### src/rtl/fifo_interface_buffer.sv
// ----------------------------------------------------------------------------
// fifo_interface_buffer
//
// Single-clock synchronous FIFO used as elastic storage between two
// FIFOInterface-style streams (host_in, host_out, mem_read, mem_write paths).
// A word moves on a rising clk edge on any port where enable && ready.
//
// Ports
//   clk         single clock
//   reset       asynchronous, active-high reset
//   in_data     write-side data
//   in_enable   write-side valid
//   in_ready    write-side ready (FIFO not full)
//   out_data    head of queue, first-word fall-through
//   out_enable  read-side valid (FIFO not empty)
//   out_ready   read-side consumer ready
//   count       words currently stored, 0..depth
// ----------------------------------------------------------------------------
module fifo_interface_buffer #(
   parameter int num_bits  = 16,
   parameter int log_depth = 4
) (
   input  logic                 clk,
   input  logic                 reset,
   input  logic [num_bits-1:0]  in_data,
   input  logic                 in_enable,
   output logic                 in_ready,
   output logic [num_bits-1:0]  out_data,
   output logic                 out_enable,
   input  logic                 out_ready,
   output logic [log_depth:0]   count
);

   localparam int depth = 2 ** log_depth;
   localparam logic [log_depth:0] count_full = (log_depth + 1)'(depth);

   logic [num_bits-1:0]  mem [depth];
   logic [log_depth-1:0] wptr;
   logic [log_depth-1:0] rptr;
   logic                 push;
   logic                 pop;

   // Flags come straight from count, so clearing count on reset drops
   // out_enable asynchronously and leaves in_ready high.  in_ready stays low
   // for the whole cycle at full even if a pop happens, which keeps the
   // write side free of any combinational path from out_ready.
   assign in_ready   = (count != count_full);
   assign out_enable = (count != '0);

   assign push = in_enable && in_ready;
   assign pop  = out_enable && out_ready;

   // Head of queue is presented combinationally; forced to zero while empty
   // so unreset storage is never visible (also gives out_data = 0 in reset).
   assign out_data = out_enable ? mem[rptr] : '0;

   // Storage is deliberately not reset; only accepted words are written, so
   // in_data is ignored whenever in_enable is low.
   always_ff @(posedge clk) begin
      if (push) begin
         mem[wptr] <= in_data;
      end
   end

   always_ff @(posedge clk or posedge reset) begin
      if (reset) begin
         wptr  <= '0;
         rptr  <= '0;
         count <= '0;
      end else begin
         if (push) begin
            wptr <= wptr + 1'b1;
         end
         if (pop) begin
            rptr <= rptr + 1'b1;
         end
         case ({push, pop})
            2'b10:   count <= count + 1'b1;
            2'b01:   count <= count - 1'b1;
            default: count <= count;
         endcase
      end
   end

endmodule

### config.mk
export PLATFORM = sky130hd
export DESIGN_NAME = fifo_interface_buffer
export DESIGN_NICKNAME = d
export VERILOG_FILES = /design/src/rtl/fifo_interface_buffer.sv
export SDC_FILE = /design/constraint.sdc
export NUM_CORES = 1
export LEC_CHECK = 0
export CAP_MARGIN = 20
export CORE_UTILIZATION = 40
export CTS_BUF_LIST = sky130_fd_sc_hd__clkbuf_16
export DETAILED_ROUTE_END_ITERATION = 10
export SYNTH_ARGS = -nofsm -noshare
export SYNTH_HDL_FRONTEND = slang
export SYNTH_SLANG_ARGS = --single-unit
### constraint.sdc
create_clock -name clk -period 2.6 [get_ports clk]
set_clock_uncertainty 0.05 [all_clocks]
set_input_delay 0.52 -clock clk [delete_from_list [all_inputs] [get_ports clk]]
set_output_delay 0.52 -clock clk [all_outputs]
set_load 0.05 [all_outputs]
## Word level (Yosys, flattened, before mapping)

Memory sizes are Yosys's and may differ from the RTL's.
Cells that the tools add are included.

- Multiplexer cells: 4
- Equality and inequality tests: 3
- Reductions and logical operators: 4
- Add/sub/neg operators: 4

Operators by type and width:

| kind | count |
|---|---|
| 16-bit 2-to-1 mux | 1 |
| 5-bit case mux with 2 select lines | 1 |
| 4-bit by 1-bit adder with 4-bit output (second input constant) | 2 |
| 5-bit by 1-bit adder with 5-bit output (second input constant) | 1 |
| 5-bit != test (second input constant) | 1 |
| 5-bit nonzero test | 1 |
| 5-bit by 1-bit subtractor with 5-bit output (second input constant) | 1 |
| 2-bit by 1-bit equality test with 1-bit output (second input constant) | 1 |
| 2-bit equality test (second input constant) | 1 |
| 1-bit logical AND | 2 |
| 1-bit 2-to-1 mux | 2 |
| 2-bit nonzero test | 1 |

- Memories kept: 1
- Logic and storage cells: 19
- Memory bits (writable): 256
- Input port bits: 20
- Output and inout port bits: 23
- Register bits: 13

Memories:

| memory | words | width | rd ports | clocked after Yosys merged registers in | write ports | line | RTL |
|---|---|---|---|---|---|---|---|
| mem | 16 | 16 | 1 | 0 | 1 | 37 | `logic [num_bits-1:0] mem [depth];` |

## Depth between registers and ports, before layout

- Word-level depth: 4
- Mapped depth: 12
- Mapped depth without buffers: 10

## Worst setup path before layout

Ideal clock, no wire load.

- Path type: flip-flop to flip-flop
- Start: register count[2]
- End: memory mem[3][0] (enable)
- Required time: 2.141 ns
- Setup slack: -0.640 ns
- Setup time: 0.409 ns
- Clock period less this slack: 3.240 ns
- Arrival: 2.781 ns
- Cell stages (with the launch flop): 6
- Path buffers: 1
- Path through: dfrtp_1 > buf_2 > nor4_4 > a21boi_1 > nand2_1 > nor3_1

- Cells in the longest elaborated chain, start to end: 4

Ends and longest elaborated chain:

| what | line | RTL |
|---|---|---|
| from (decl) | 31 | `output logic [log_depth:0] count` |
| from (signal assigned) | 78 | `2'b10: count <= count + 1'b1;` |
| from (signal assigned) | 79 | `2'b01: count <= count - 1'b1;` |
| from (signal assigned) | 80 | `default: count <= count;` |
| 5-bit != test | 47 | `assign in_ready = (count != count_full);` |
| 1-bit logical AND | 50 | `assign push = in_enable && in_ready;` |
| 1-bit 2-to-1 mux | 60 | `if (push) begin` |
| 1-bit 2-to-1 mux (implied by the code) | 61 | `mem[wptr] <= in_data;` |
| to (decl) | 37 |  |

No other way between the ends.

## Final worst setup path

- Start: register rptr[1]
- End: output out_data[9]

- Cells in the longest elaborated chain, start to end: 2

Ends and longest elaborated chain:

| what | line | RTL |
|---|---|---|
| from (decl) | 39 | `logic [log_depth-1:0] rptr;` |
| from (signal assigned) | 75 | `rptr <= rptr + 1'b1;` |
| memory read 16 x 16 bit | -- |  |
| 16-bit 2-to-1 mux | 55 | `assign out_data = out_enable ? mem[rptr] : '0;` |
| to (decl) | 28 | `output logic [num_bits-1:0] out_data,` |

No other way between the ends.

==> summary.txt <==
status: finished with violations
failing checks: negative setup slack
final hold violation count: 0
synthesized area per cell: 21.6 um2
DRC violations left: 0
largest net degree at the start of global routing: 28
Post-synth top flop: edfxtp_1
synthesized area: 0.0106 mm2
share of cells above drive strength 1: 39.5%
Multi-input gate area: 0.00259 mm2
die area: 0.0272 mm2
Post-DRT Antenna Nets: 0
Layout area overhead: 23.5%
synth cell count leaders: 256 x edfxtp_1, 64 x mux4_2, 18 x mux2_2
Synth Register Bits: 269
WP data required: 2030 ps
total negative slack: -7820 ps
Slew HR: 56.7%
Placement Setup Slack: -42.3 ps
top-count cell post-synth: edfxtp_1
TritonCTS Buffers: 27
# fillers: 2038
Post-Syn Nets: 522
RSZ-0062 raised after global routing: yes
initial antenna violation count: 0
post-synth top area cell: edfxtp_1
Tmin final: 3120 ps
DR iter-0 viols: 422
ranking of synthesized cells by area: edfxtp_1 72%, mux4_2 14%, dfrtp_1 3.1%
Worst setup SP type: flip-flop
final setup margin: -521 ps
die height: 165 um
port buffer count: 42
Layout Nets: 625
vias in the first global route: 5503
critical path class: flip-flop to primary output
Post-Route WL: 23.0 mm
Final Max Tran Viols: 0
Netlist cell types: 38
EDFF count, synth: 256
Die W: 165 um
clk buf depth: 3
worst hold path class: primary input to asynchronous set/reset pin
Worst setup EP type: primary output
fmax: 320 MHz
Int Power: 10.9 mW
# rows: 59
via count: 5169
Critical Path Fanout Max: 15
Max H-tree Level: 1
Avg WL per Cell: 24.2 um
crit path DAT: 2550 ps
# clock sinks: 269
area of the core: 0.0261 mm2
Syn Inst Count: 493
Sw Share: 33.1%
Final Setup Violations: 16
GRT Total Usage: 17.7%
CTS tree: done
Reg area: 0.00802 mm2
Clock Tree Root: clkbuf_16
share of the synthesized area in the top cell type: 72.3%
first-pass GRT wire length: 34.6 mm
I/O Pins: 43
Psw: 5.38 mW
Clock Latency Late Sink: 530 ps
YS warnings: 0
Final Instance Area: 0.0131 mm2
sequential power share: 33.9%
post-DP HPWL: 14.3 mm
slew at the pin closest to its max-slew limit: 648 ps
post-layout util: 50.4%
clock-pin transition on the worst setup and hold timing paths: 60 ps
routability cong.: 0.751
DR pass1 iterations: 5
Clk network pwr share: 23.6%
Total Power Consumption: 16.3 mW
Max IR drop VDD: 1.02 mV
# hold bufs at CTS: 0
Via density: 5.43
PD cells: 1240 mW/mm2
Final period util: 120%
leakage: 4.38 nW
Max-cap violations: 0
register area share after synthesis: 75.3%
Logic pwr share: 42.5%
Remaining Overflow, GRT: 0
# diodes: 0
placed cell area: 0.0122 mm2
initial core utilization: 40.8%
ys async rst share: 4.83%
-- final cells by class --
class                           count  share of cell area (%)
Inverter                            4                   0.114
Multi-Input combinational cell    192                    19.8
Sequential cell                   269                    61.1
Timing Repair Buffer              102                    9.06
Tap cell                          335                    3.19
Clock buffer                       28                    5.34
Clock inverter                     22                    1.45
-- layout by cell type, fill, tap and decap left out, types with 10 or more instances in the layout --
| master | synthesis | final |
|---|---|---|
| a221o_2 | 0 | 10 |
| buf_12 | 0 | 29 |
| buf_4 | 1 | 47 |
| clkbuf_16 | 0 | 28 |
| clkdlybuf4s50_1 | 0 | 24 |
| edfxtp_1 | 256 | 256 |
| mux2_2 | 18 | 10 |
| mux4_2 | 64 | 64 |
| nor2_2 | 0 | 10 |
| nor2b_1 | 17 | 14 |
-- logic make-up after synthesis --
logic type                 synth area share (%)
buffers and inverters                      1.59
xor gates and xnor gates                  0.906
adders and majority gates                  1.06
and+or+nand+nor                            3.16
DFF                                        75.3
muxes                                      15.6
AOI/OAI and AO/OA                          2.39
-- sequential cells by signal, summed over array words and instances (netlist names) --
signal	cells
count	5
mem	256
rptr	4
wptr	4
-- worst max-delay path, stage by stage (launching register included) --
cell	delay, ps
dfrtp_4	460
buf_12	180
mux4_2	530
mux2_4	280
a221o_2	410
buf_12	160
-- final timing paths --
check	start	to	slack, ps	depth (start not counted)
min reg2reg	wptr[0]	wptr[3]	560	2
max reg2reg	count[0]	count[4]	20	9
min in group clk	wptr[0]	wptr[3]	560	2
max	rptr[1]	out_data[9]	-520	5
min	reset	wptr[2]	320	2
max in group asynchronous	reset	rptr[1]	1700	2
-- metal layers --
metal / GRT usage, % / share of wire [%] / vias to the layer above
met4: 5.46 / 2.3 / 0
met3: 2.22 / 4.1 / 34
met5: 0 / 0 / -
met1: 24.9 / 44 / 2766
met2: 28.9 / 49 / 118
li1: - / - / 2251
-- power by group through the flow --
stage,combinational [mW],sequential (mW),clock [mW]
final,6.93,5.52,3.84
after global routing,7.30,5.56,4.05
after CTS,6.98,5.51,3.90
after detailed placement,6.84,5.60,0
after global placement,6.80,5.58,0
after floorplan,4.04,5.62,0
-- what timing repair did --
action,in CTS,in global routing
pin swaps,1,5
buffers inserted,3,2
gates resized for setup,11,8
endpoints found under the setup margin,19,20
-- stage by stage --
stage               std cells  hold WS, ps
floorplan                 493          347
global placement          897          564
detailed placement        897          567
CTS                       950          318
global route              952          355
finish                    952          318
Note: power is estimated with default switching activity, not from simulation.
